### src/rtl/regfile_pkg.sv
// Shared defaults and helpers for the scoreboarded register file.
package regfile_pkg;

    localparam int unsigned RF_W  = 8;
    localparam int unsigned RF_A  = 3;
    localparam int unsigned RF_LQ = 2;

    // Low bit of field `port` in a packed bus of `width`-bit fields.
    function automatic int unsigned slice_lo(input int unsigned port, input int unsigned width);
        return port * width;
    endfunction

endpackage

### src/rtl/scoreboard_regfile_if.sv
// Decode/writeback-facing bus of the scoreboarded register file.
interface scoreboard_regfile_if
    import regfile_pkg::*;
#(
    parameter int unsigned W  = RF_W,
    parameter int unsigned A  = RF_A,
    parameter int unsigned NR = 2
);

    logic [NR-1:0]     ReadEn;
    logic [NR*A-1:0]   Raddr;
    logic [NR*W-1:0]   DataOut;
    logic              WriteEn;
    logic [A-1:0]      Waddr;
    logic [W-1:0]      DataIn;
    logic              LdIssue;
    logic [A-1:0]      LdAddr;
    logic              LdValid;
    logic [W-1:0]      LdData;
    logic [W-1:0]      JumpTarget;
    logic [2**A-1:0]   Pending;
    logic              Stall;
    logic              LdFull;
    logic              ErrWaw;

    modport master (
        output ReadEn, Raddr, WriteEn, Waddr, DataIn, LdIssue, LdAddr, LdValid, LdData,
        input  DataOut, JumpTarget, Pending, Stall, LdFull, ErrWaw
    );

    modport slave (
        input  ReadEn, Raddr, WriteEn, Waddr, DataIn, LdIssue, LdAddr, LdValid, LdData,
        output DataOut, JumpTarget, Pending, Stall, LdFull, ErrWaw
    );

endinterface

### src/rtl/ld_tag_fifo.sv
// In-order queue of destination registers for outstanding loads.
module ld_tag_fifo #(
    parameter int unsigned A  = 3,
    parameter int unsigned LQ = 2
) (
    input  logic                      Clk,
    input  logic                      ResetN,
    input  logic                      Push,
    input  logic [A-1:0]              PushData,
    input  logic                      Pop,
    output logic [A-1:0]              Head,
    output logic                      Full,
    output logic                      Empty,
    output logic [$clog2(LQ+1)-1:0]   Count
);

    localparam int unsigned PW = $clog2(LQ);
    localparam int unsigned CW = $clog2(LQ + 1);

    logic [A-1:0]  mem_q [LQ];
    logic [PW-1:0] rd_q;
    logic [PW-1:0] wr_q;
    logic [CW-1:0] cnt_q;
    logic          do_push;
    logic          do_pop;

    assign Full    = (cnt_q == CW'(LQ));
    assign Empty   = (cnt_q == '0);
    assign Count   = cnt_q;
    assign Head    = mem_q[rd_q];
    assign do_pop  = Pop & ~Empty;
    // A pop frees the slot the push lands in, so full+pop+push is legal.
    assign do_push = Push & (~Full | do_pop);

    always_ff @(posedge Clk or negedge ResetN) begin
        if (!ResetN) begin
            rd_q  <= '0;
            wr_q  <= '0;
            cnt_q <= '0;
            for (int i = 0; i < LQ; i++) begin
                mem_q[i] <= '0;
            end
        end else begin
            if (do_push) begin
                mem_q[wr_q] <= PushData;
                wr_q        <= wr_q + PW'(1);
            end
            if (do_pop) begin
                rd_q <= rd_q + PW'(1);
            end
            cnt_q <= cnt_q + CW'(do_push) - CW'(do_pop);
        end
    end

endmodule

### src/rtl/scoreboard_regfile.sv
// Register file with bypassed read ports, a jump-target port and a load scoreboard
// that raises Stall on read-after-load hazards.
module scoreboard_regfile
    import regfile_pkg::*;
#(
    parameter int unsigned W       = RF_W,
    parameter int unsigned A       = RF_A,
    parameter int unsigned NR      = 2,
    parameter int unsigned LQ      = RF_LQ,
    parameter int unsigned JT_REG  = (2**A) - 1,
    parameter bit          R0_ZERO = 1'b0
) (
    input logic                  Clk,
    input logic                  ResetN,
    scoreboard_regfile_if.slave  bus
);

    localparam int unsigned Depth = 2**A;
    localparam int unsigned CW    = $clog2(LQ + 1);

    logic [W-1:0]     regs_q [Depth];
    logic [W-1:0]     regs_d [Depth];
    logic [CW-1:0]    sc_q   [Depth];
    logic [CW-1:0]    sc_d   [Depth];
    logic             err_q;
    logic             err_d;
    logic [Depth-1:0] pending;

    logic [A-1:0]     ld_head;
    logic             ld_full;
    logic             ld_empty;
    logic [CW-1:0]    ld_count;
    logic             ld_pop;
    logic             ld_push;

    logic [W-1:0]     rd_data [NR];
    logic [NR*W-1:0]  data_out;
    logic [NR-1:0]    stall_vec;

    assign ld_pop  = bus.LdValid & ~ld_empty;
    assign ld_push = bus.LdIssue & (~ld_full | ld_pop);

    ld_tag_fifo #(
        .A  (A),
        .LQ (LQ)
    ) u_ld_tag_fifo (
        .Clk      (Clk),
        .ResetN   (ResetN),
        .Push     (ld_push),
        .PushData (bus.LdAddr),
        .Pop      (ld_pop),
        .Head     (ld_head),
        .Full     (ld_full),
        .Empty    (ld_empty),
        .Count    (ld_count)
    );

    // Storage next state: a returning load beats a same-cycle ALU write.
    always_comb begin
        for (int unsigned r = 0; r < Depth; r++) begin
            regs_d[r] = regs_q[r];
            if (!(R0_ZERO && r == 0)) begin
                if (ld_pop && ld_head == A'(r)) begin
                    regs_d[r] = bus.LdData;
                end else if (bus.WriteEn && bus.Waddr == A'(r)) begin
                    regs_d[r] = bus.DataIn;
                end
            end
        end
    end

    // Per-register count of queued loads; an issue and return to the same
    // register in one cycle cancel, leaving the bit set.
    always_comb begin
        for (int unsigned r = 0; r < Depth; r++) begin
            sc_d[r] = sc_q[r] + CW'(ld_push && bus.LdAddr == A'(r))
                              - CW'(ld_pop && ld_head == A'(r));
            pending[r] = (sc_q[r] != '0);
        end
    end

    always_comb begin
        err_d = err_q;
        if (bus.WriteEn && pending[bus.Waddr]) begin
            err_d = 1'b1;
        end
        if (bus.LdIssue && ld_full && !ld_pop) begin
            err_d = 1'b1;
        end
        if (bus.LdValid && ld_empty) begin
            err_d = 1'b1;
        end
    end

    always_ff @(posedge Clk or negedge ResetN) begin
        if (!ResetN) begin
            err_q <= 1'b0;
            for (int i = 0; i < Depth; i++) begin
                regs_q[i] <= '0;
                sc_q[i]   <= '0;
            end
        end else begin
            err_q <= err_d;
            for (int i = 0; i < Depth; i++) begin
                regs_q[i] <= regs_d[i];
                sc_q[i]   <= sc_d[i];
            end
        end
    end

    for (genvar i = 0; i < NR; i++) begin : g_rd
        logic [A-1:0] ra;
        logic         ld_hit;
        logic         wr_hit;

        assign ra     = bus.Raddr[slice_lo(i, A) +: A];
        assign ld_hit = ld_pop && (ld_head == ra);
        assign wr_hit = bus.WriteEn && (bus.Waddr == ra);

        always_comb begin
            if (R0_ZERO && ra == '0) begin
                rd_data[i] = '0;
            end else if (ld_hit) begin
                rd_data[i] = bus.LdData;
            end else if (wr_hit) begin
                rd_data[i] = bus.DataIn;
            end else begin
                rd_data[i] = regs_q[ra];
            end
        end

        assign stall_vec[i] = bus.ReadEn[i] & pending[ra] & ~ld_hit;
    end

    always_comb begin
        data_out = '0;
        for (int unsigned i = 0; i < NR; i++) begin
            data_out[slice_lo(i, W) +: W] = rd_data[i];
        end
    end

    assign bus.DataOut    = data_out;
    assign bus.Stall      = |stall_vec;
    assign bus.Pending    = pending;
    assign bus.LdFull     = (ld_count == CW'(LQ));
    assign bus.ErrWaw     = err_q;
    assign bus.JumpTarget = regs_q[JT_REG];

endmodule

### src/flat_wrapper.sv
// flat-port wrapper written by rule: the top's interface ports become plain ports
module scoreboard_regfile_flat import regfile_pkg::*;
#(
    parameter int unsigned W       = RF_W,
    parameter int unsigned A       = RF_A,
    parameter int unsigned NR      = 2,
    parameter int unsigned LQ      = RF_LQ,
    parameter int unsigned JT_REG  = (2**A) - 1,
    parameter bit          R0_ZERO = 1'b0
)
  (Clk, ResetN, bus_ReadEn, bus_Raddr, bus_WriteEn, bus_Waddr, bus_DataIn, bus_LdIssue, bus_LdAddr, bus_LdValid, bus_LdData, bus_DataOut, bus_JumpTarget, bus_Pending, bus_Stall, bus_LdFull, bus_ErrWaw);
  scoreboard_regfile_if #(.W(W), .A(A), .NR(NR)) bus_i ();
  input logic Clk;
  input logic ResetN;
  input wire logic [$bits(bus_i.ReadEn)-1:0] bus_ReadEn;
  input wire logic [$bits(bus_i.Raddr)-1:0] bus_Raddr;
  input wire logic [$bits(bus_i.WriteEn)-1:0] bus_WriteEn;
  input wire logic [$bits(bus_i.Waddr)-1:0] bus_Waddr;
  input wire logic [$bits(bus_i.DataIn)-1:0] bus_DataIn;
  input wire logic [$bits(bus_i.LdIssue)-1:0] bus_LdIssue;
  input wire logic [$bits(bus_i.LdAddr)-1:0] bus_LdAddr;
  input wire logic [$bits(bus_i.LdValid)-1:0] bus_LdValid;
  input wire logic [$bits(bus_i.LdData)-1:0] bus_LdData;
  output wire logic [$bits(bus_i.DataOut)-1:0] bus_DataOut;
  output wire logic [$bits(bus_i.JumpTarget)-1:0] bus_JumpTarget;
  output wire logic [$bits(bus_i.Pending)-1:0] bus_Pending;
  output wire logic [$bits(bus_i.Stall)-1:0] bus_Stall;
  output wire logic [$bits(bus_i.LdFull)-1:0] bus_LdFull;
  output wire logic [$bits(bus_i.ErrWaw)-1:0] bus_ErrWaw;
  assign bus_i.ReadEn = bus_ReadEn;
  assign bus_i.Raddr = bus_Raddr;
  assign bus_i.WriteEn = bus_WriteEn;
  assign bus_i.Waddr = bus_Waddr;
  assign bus_i.DataIn = bus_DataIn;
  assign bus_i.LdIssue = bus_LdIssue;
  assign bus_i.LdAddr = bus_LdAddr;
  assign bus_i.LdValid = bus_LdValid;
  assign bus_i.LdData = bus_LdData;
  assign bus_DataOut = bus_i.DataOut;
  assign bus_JumpTarget = bus_i.JumpTarget;
  assign bus_Pending = bus_i.Pending;
  assign bus_Stall = bus_i.Stall;
  assign bus_LdFull = bus_i.LdFull;
  assign bus_ErrWaw = bus_i.ErrWaw;
  scoreboard_regfile #(.W(W), .A(A), .NR(NR), .LQ(LQ), .JT_REG(JT_REG), .R0_ZERO(R0_ZERO)) u_core (.Clk(Clk), .ResetN(ResetN), .bus(bus_i));
endmodule
### config.mk
export PLATFORM = sky130hd
export DESIGN_NAME = scoreboard_regfile_flat
export DESIGN_NICKNAME = d
export VERILOG_FILES = /design/src/rtl/regfile_pkg.sv /design/src/rtl/scoreboard_regfile_if.sv /design/src/rtl/ld_tag_fifo.sv /design/src/rtl/scoreboard_regfile.sv /design/src/flat_wrapper.sv
export SDC_FILE = /design/constraint.sdc
export NUM_CORES = 1
export LEC_CHECK = 0
export CELL_PAD_IN_SITES_DETAIL_PLACEMENT = 0
export CELL_PAD_IN_SITES_GLOBAL_PLACEMENT = 1
export CORE_MARGIN = 3
export CORE_UTILIZATION = 49
export CTS_CLUSTER_DIAMETER = 80
export DETAILED_ROUTE_END_ITERATION = 8
export PLACE_DENSITY_LB_ADDON = 0.1
export SLEW_MARGIN = 20
export SYNTH_ARGS = -nofsm -noshare
export SYNTH_HDL_FRONTEND = slang
export SYNTH_SLANG_ARGS = --single-unit
export TNS_END_PERCENT = 50
### constraint.sdc
create_clock -name Clk -period 9.4 [get_ports Clk]
set_clock_uncertainty 0.15 [all_clocks]
set_input_delay 2.35 -clock Clk [delete_from_list [all_inputs] [get_ports Clk]]
set_output_delay 2.35 -clock Clk [all_outputs]
set_load 0.005 [all_outputs]
==> results of run 1 <==
[how the worst max path moves through the flow]
stage,cells past startpoint,slack [ns],endpoint
2_1_floorplan,6,2.73,bus_DataOut[10]
3_3_place_gp,6,1.52,bus_DataOut[6]
3_5_place_dp,6,1.49,bus_DataOut[2]
4_1_cts,6,1.49,bus_DataOut[2]
5_1_grt,6,1.40,bus_DataOut[2]
6_report,6,1.47,bus_DataOut[2]
[layout make-up]
class | instances | area (um2) | area share
tap | 168 | 210 | 0.0286
clock inverter | 7 | 98.8 | 0.0134
timing repair buffer | 80 | 771 | 0.105
sequential | 91 | 2280 | 0.310
multi-input combinational | 402 | 3650 | 0.497
inverter | 31 | 116 | 0.0158
clock buffer | 9 | 225 | 0.0306
[cells in the final DEF, fill, tap and decap left out, drive strengths merged, types with 2 or more instances in the layout]
cell and instances:
nor4b 4, nor2 21, nand4b 3, clkbuf 9, clkdlybuf4s50 68, nor3b 2
clkinv 2, a21oi 8, nand4 4, buf 12, mux2 57, dfrtp 91
mux4 36, xnor2 32, o21ai 57, bufinv 2, inv 33, ha 18
or4 2, nor3 10, a2111oi 4, nand2 62, nand2b 5, mux2i 67
nor4 4, o41ai 2
[metal layers]
| layer | vias up | routed length (um) |
|---|---|---|
| met5 | - | 0 |
| met4 | 0 | 184 |
| met3 | 20 | 966 |
| met2 | 136 | 7500 |
| met1 | 2316 | 7770 |
| li1 | 2138 | - |
[report_power, final]
group          internal, mW  switching [mW]  total [mW]
combinational         0.582           0.441        1.02
clock                 0.236           0.165       0.401
sequential            0.589           0.167       0.756
[state kept, by name, indices dropped and copies added, names as in the netlist]
register	flops
u_core.bus.ErrWaw	1
u_core.bus.JumpTarget	8
u_core.regs_q	56
u_core.sc_q	16
u_core.u_ld_tag_fifo.Count	2
u_core.u_ld_tag_fifo.mem_q	6
u_core.u_ld_tag_fifo.rd_q	1
u_core.u_ld_tag_fifo.wr_q	1
[kinds of logic (layout without fill, tap and decap cells)]
| logic type | count (synthesis) | count (layout) | share of synthesized area |
|---|---|---|---|
| multiplexers | 160 | 160 | 0.342 |
| AND/OR/NAND/NOR | 118 | 118 | 0.0883 |
| flip-flops | 91 | 91 | 0.364 |
| buffers and inverters | 88 | 127 | 0.0606 |
| AO/OA/AOI/OAI | 74 | 74 | 0.0642 |
| XOR/XNOR | 32 | 32 | 0.0448 |
| adder cells (fa/ha/maj) | 18 | 18 | 0.0360 |
[stage by stage]
step	std cells	power, mW	utilization	hold WS, ns
6_report	788	2.18	0.599	0.328
3_3_place_gp	772	1.74	0.573	0.312
3_5_place_dp	772	1.79	0.573	0.329
4_1_cts	788	2.19	0.599	0.343
2_1_floorplan	581	1.40	-	0.296
5_1_grt	788	2.33	0.599	0.345
[worst max-delay path, delay by kind of cell]
kind	cells	cell delay (ns)
XOR/XNOR	1	0.09
buffers and inverters	3	1.92
multiplexers	1	0.42
AND/OR/NAND/NOR	1	0.64
==> results.md, run 1 <==
- DIE AREA: between 0.01 and 0.015 mm2
- Via count: between 4000 and 5000
- Grt peak-use layer: met2
- Hold path endpoint: u_core.sc_q[3]
- 1st-iter DRT viols: 380
- Leakage power: 3.05 nW
- Relative slew slack: 0.287
- Vias in the first global route: between 4000 and 5000
- Post-Syn Area per Cell: approximately 11 um2
- Port buffer count: just under 70
- Vias per Instance: 5.85
- R2R Path End: u_core.sc_q[15]
- Pins over their slew limit: 0
- Cell Area, Synth: 0.00626 mm2
- First-pass GRT wire length: 26100 um
- Post-DRT Antenna Nets: 0
- Ant diodes: 0
- Synthesis Warnings: 0
- Final #Nets: 668
- Clk buf depth: 2
- Critical path class: input pin to output pin
- Share of the synthesized area in the top cell type: 0.364
- Share of cells above drive strength 1: 0.190
- #FFs+latches synth: slightly above 90
- Crit end category: output pin
- Hold Crit Start: u_core.sc_q[3]
- Ports: 70
- Worst Hold Class: flop to flop
- Setup WS post-layout: roughly 1.5 ns
- Reg2reg start: u_core.u_ld_tag_fifo.Count[1]
- DP HPWL: between 10000 and 15000 um
- Post-Route WL: between 15000 and 20000 um
- Cell Area, Placed: 0.00703 mm2
- Sink Count: 91
- Status: completed
- WL per Instance: 20.8 um
- Drt first pass iters: 5
- WP data required: 6.90 ns
- M3 GR Usage: 0.0480
- Horiz. Die Dim: roughly 120 um
- EDFF count, synth: 0
- Global placement routability congestion: ~0.89
- Met1 usage: 0.356
- Seq/Total Area, Yosys: 0.364
- Post_cts resized: 0
- DRC violations left: 0
- Data arrival, critical path: 5.43 ns
- Initial antenna violation count: 0
- Synth Flop Type: dfrtp_1
- CP max FO: 18
- Clock Latency Late Sink: approximately 0.35 ns
- Synth cell types: 34
- Critical path origin: bus_Raddr[1]
- Hold path cells: 1
- Leading area contributor after synthesis: dfrtp_1
- Most frequent CP cell: clkdlybuf4s50_1
- Largest net degree at the start of global routing: 54
- Grt ovf: 0
- H-tree levels: 3
- Share of flip-flops with an asynchronous set or reset: 1.00
- Reg2Reg Setup Slack: 6.16 ns
- Fill cells: 1057
- CTS tree: built
- Clk slew on worst S/H paths: 0.07 ns
- Mapped Cells: approximately 580
- Post-synth top cells: 91 x dfrtp_1, 64 x mux2i_1, 62 x nand2_1
- Area grow syn2layout: 17.4%
- Rows: 40
- Worst Setup Start Kind: input pin
- Clock Root Buffer: clkbuf_16
- Final Cell Area: ~0.0073 mm2
- Final Hold Fails: 0
- Max Clock Freq: 126 MHz
- P per Cell Area: 297 mW/mm2
- Critical-path cell list: clkdlybuf4s50_1 > buf_4 > xnor2_1 > or4_1 > mux2_1 > clkdlybuf4s50_1
- Worst r2r path cells: 9
- Top cells by area, synth: dfrtp_1 36%, mux4_2 13%, mux2i_1 10%
- Slew of the pin with the lowest slew margin: 1.06 ns
- Initial core utilization: 0.511
- Fin crit period: 7.93 ns
- Dpl ws: between 1 and 1.5 ns
- Most frequent cell after synthesis: dfrtp_1
- Syn Nets: ~630
- Final count of negative-setup-slack endpoints: 0
- Max Cap Viol: 0
- CTS buffer count: 9
- CP peak stage delay: roughly 1.2 ns
- Crit-path slowest cell: clkdlybuf4s50_1
- Postcts setup bufs: 0
- Hold-fix buffers, CTS: 0
- Core area: 0.0123 mm2
- Met2 usage: 0.359
- Unrepaired setup endpoints after global routing: no
- Part of the cycle the worst path needs: 0.844
- Setup TNS: 0 ns
- Max IR drop VDD: approximately 0.00014 V
- All-Layer GR Usage: 0.238
- Die Y: between 100 and 150 um
(Power assumes the default switching activity.)
==> run 2: changes to the inputs <==
- CORE_UTILIZATION: 49 -> 46
- clock period: 9.4 -> 8.16 ns (I/O delays scaled with it)
==> results.md, run 2 (synthesized netlist as in run 1, its figures left out) <==
- Fin crit period: roughly 7.2 ns
- Initial antenna violation count: 0 (unchanged)
- WL per Instance: 21.1 um (was 20.8 um)
- Reg2reg start: u_core.u_ld_tag_fifo.rd_q (was u_core.u_ld_tag_fifo.Count[1])
- Rows: 41 (was 40)
- Unrepaired setup endpoints after global routing: no (unchanged)
- Via count: 4585 (was 4610)
- Worst Setup Start Kind: input pin (unchanged)
- Clock network fraction of total power: 0.183 (was 0.184)
- Clock Latency Late Sink: 0.35 ns (about the same)
- Pins over their slew limit: 0 (unchanged)
- WP data required: 5.97 ns (was 6.90 ns)
- CP max FO: 16 (was 18)
- Grt ovf: 0 (unchanged)
- Worst Hold Class: flop to flop (unchanged)
- Clk slew on worst S/H paths: 0.06 ns (was 0.07 ns)
- Largest net degree at the start of global routing: 54 (unchanged)
- Reg2Reg Setup Slack: 4.90 ns (was 6.16 ns)
- Initial core utilization: 0.482 (was 0.511)
- DRC violations left: 0 (unchanged)
- Postcts setup bufs: 0 (unchanged)
- Crit-path slowest cell: clkdlybuf4s50_1 (unchanged)
- Core area: 0.0130 mm2 (was 0.0123 mm2)
- Global placement routability congestion: 0.831 (was 0.890)
- Tot Pwr: 2.52 mW (was 2.18 mW)
- Clk buf depth: 2 (unchanged)
- Relative slew slack: 0.297 (was 0.287)
- Sink Count: 91 (unchanged)
- Switching power: 0.898 mW (was 0.773 mW)
- DIE AREA: 0.0150 mm2 (was 0.0142 mm2)
- Post-DRT Antenna Nets: 0 (unchanged)
- Cell count after placement: 777 (was 772)
- All-Layer GR Usage: 0.236 (was 0.238)
- Final Hold Fails: 0 (unchanged)
- First-pass GRT wire length: 26700 um (was 26100 um)
- Fin cells: 793 (was 788)
- 1st-iter DRT viols: 385 (was 380)
- H-tree levels: 3 (unchanged)
- Ports: 70 (unchanged)
- Horiz. Die Dim: 123 um (was 119 um)
- P per Cell Area: 343 mW/mm2 (was 297 mW/mm2)
- DP HPWL: 12400 um (was 11900 um)
- R2R Path End: u_core.sc_q[15] (unchanged)
- Leakage power: 3.06 nW (was 3.05 nW)
- Sequential Power Share: 0.348 (was 0.347)
- Clock Root Buffer: clkbuf_16 (unchanged)
- Status: completed (unchanged)
- Ant diodes: 0 (unchanged)
- Part of the cycle the worst path needs: 0.887
- Drt first pass iters: 5 (unchanged)
- Post-Route WL: 16700 um (was 16400 um)
- Slew of the pin with the lowest slew margin: 1.05 ns (was 1.06 ns)
- Data arrival, critical path: 5.05 ns (was 5.43 ns)
- Fill cells: 1110 (was 1057)
- Die Y: 123 um (was 119 um)
- Critical path origin: bus_Raddr[4] (was bus_Raddr[1])
- Hold-fix buffers, CTS: 0 (unchanged)
- Max Clock Freq: approximately 140 MHz
- CP peak stage delay: 1.08 ns (was 1.15 ns)
- Commonest non-fill, non-tap cell in the layout: dfrtp_1 (unchanged)
- Combinational power share: 0.470 (was 0.469)
- Sw Ratio: 0.356 (was 0.355)
- Most frequent CP cell: clkdlybuf4s50_1 (unchanged)
- Area grow syn2layout: 17.7% (was 17.4%)
- CTS tree: built (unchanged)
- Vias per Instance: 5.78 (was 5.85)
- Final count of negative-setup-slack endpoints: 0 (unchanged)
- Final #Nets: 669 (was 668)
- Worst r2r path cells: 8 (was 9)
- Critical-path cell list: clkdlybuf4s50_1 > buf_4 > xnor2_1 > or4_1 > mux2_1 > clkdlybuf4s50_1 (unchanged)
- Setup TNS: 0 ns (unchanged)
- Cell Int Power: 1.63 mW (was 1.41 mW)
- Share of cells above drive strength 1: 0.193 (was 0.190)
- Most frequent cells in the layout: 91 x dfrtp_1, 68 x clkdlybuf4s50_1, 64 x mux2i_1, 62 x nand2_1, 56 x o21ai_0 (unchanged)
- Post_cts resized: 0 (unchanged)
- Critical path class: input pin to output pin (unchanged)
- Top reg by flops: u_core.regs_q (unchanged)
- Max Cap Viol: 0 (unchanged)
- CTS buffer count: 9 (unchanged)
- Max IR drop VDD: 0.000208 V (was 0.000142 V)
- Crit end category: output pin (unchanged)
- Largest register FFs: 56 (unchanged)
- Port buffer count: 69 (unchanged)
- Setup crit end: bus_DataOut[10] (was bus_DataOut[2])
- Vias in the first global route: 4669 (was 4557)
==> run 2: cell types whose count changed in the layout (fill, tap and decap cells not counted), sizes merged <==
| cell | change |
|---|---|
| clkinvlp | -1 |
| clkinv | +2 |
| clkbuf | +1 |
| buf | +1 |
| inv | -2 |
==> run 2: worst min-delay path by stage <==
stage	from	to	slack, ns	cells after the start
floorplan	u_core.sc_q[3]	u_core.sc_q[3]	0.30	1
global placement	u_core.sc_q[3]	u_core.sc_q[3]	0.31	1
detailed placement	u_core.sc_q[3]	u_core.sc_q[3]	0.31	1
CTS	u_core.sc_q[3]	u_core.sc_q[3]	0.33	1
global route	u_core.u_ld_tag_fifo.wr_q	u_core.u_ld_tag_fifo.wr_q	0.37	1
finish	u_core.sc_q[3]	u_core.sc_q[3]	0.33	1
==> run 2: layout make-up <==
class | instances | area, um2 | area share
sequential | 91 | 2280 | 0.309
clock inverter | 6 | 87.6 | 0.0119
multi-input combinational | 402 | 3650 | 0.496
tap | 172 | 215 | 0.0292
inverter | 31 | 116 | 0.0158
timing repair buffer | 81 | 778 | 0.106
clock buffer | 10 | 239 | 0.0324
==> run 2: per-stage QoR <==
stage	hold slack (ns)	worst slack, ns	instance area, um2	utilization
2_1_floorplan	0.296	2.11	6260	-
3_3_place_gp	0.311	0.981	7040	0.542
3_5_place_dp	0.313	0.939	7040	0.542
4_1_cts	0.328	0.934	7360	0.567
5_1_grt	0.366	0.852	7370	0.568
6_report	0.326	0.923	7370	0.568
==> run 2: routing by layer <==
metal  vias to the layer above  track usage  wire length, um
met4                         0       0.0483              152
li1                       2140            -                -
met3                        12       0.0429              808
met1                      2323        0.353             8040
met5                         -            0                0
met2                       110        0.362             7710
==> run 2: power by group through the flow <==
stage	clock network, mW	registers [mW]	logic [mW]
final	0.461	0.878	1.19
after global routing	0.488	0.907	1.31
after floorplan	0	0.803	0.807
after CTS	0.473	0.871	1.20
after global placement	0	0.861	1.15
after detailed placement	0	0.876	1.19
==> run 2: critical path: cells and delay by family <==
| kind | cells | cell delay [ns] |
|---|---|---|
| AND/OR/NAND/NOR | 1 | 0.65 |
| XOR/XNOR | 1 | 0.09 |
| buffers and inverters | 3 | 1.85 |
| multiplexers | 1 | 0.42 |
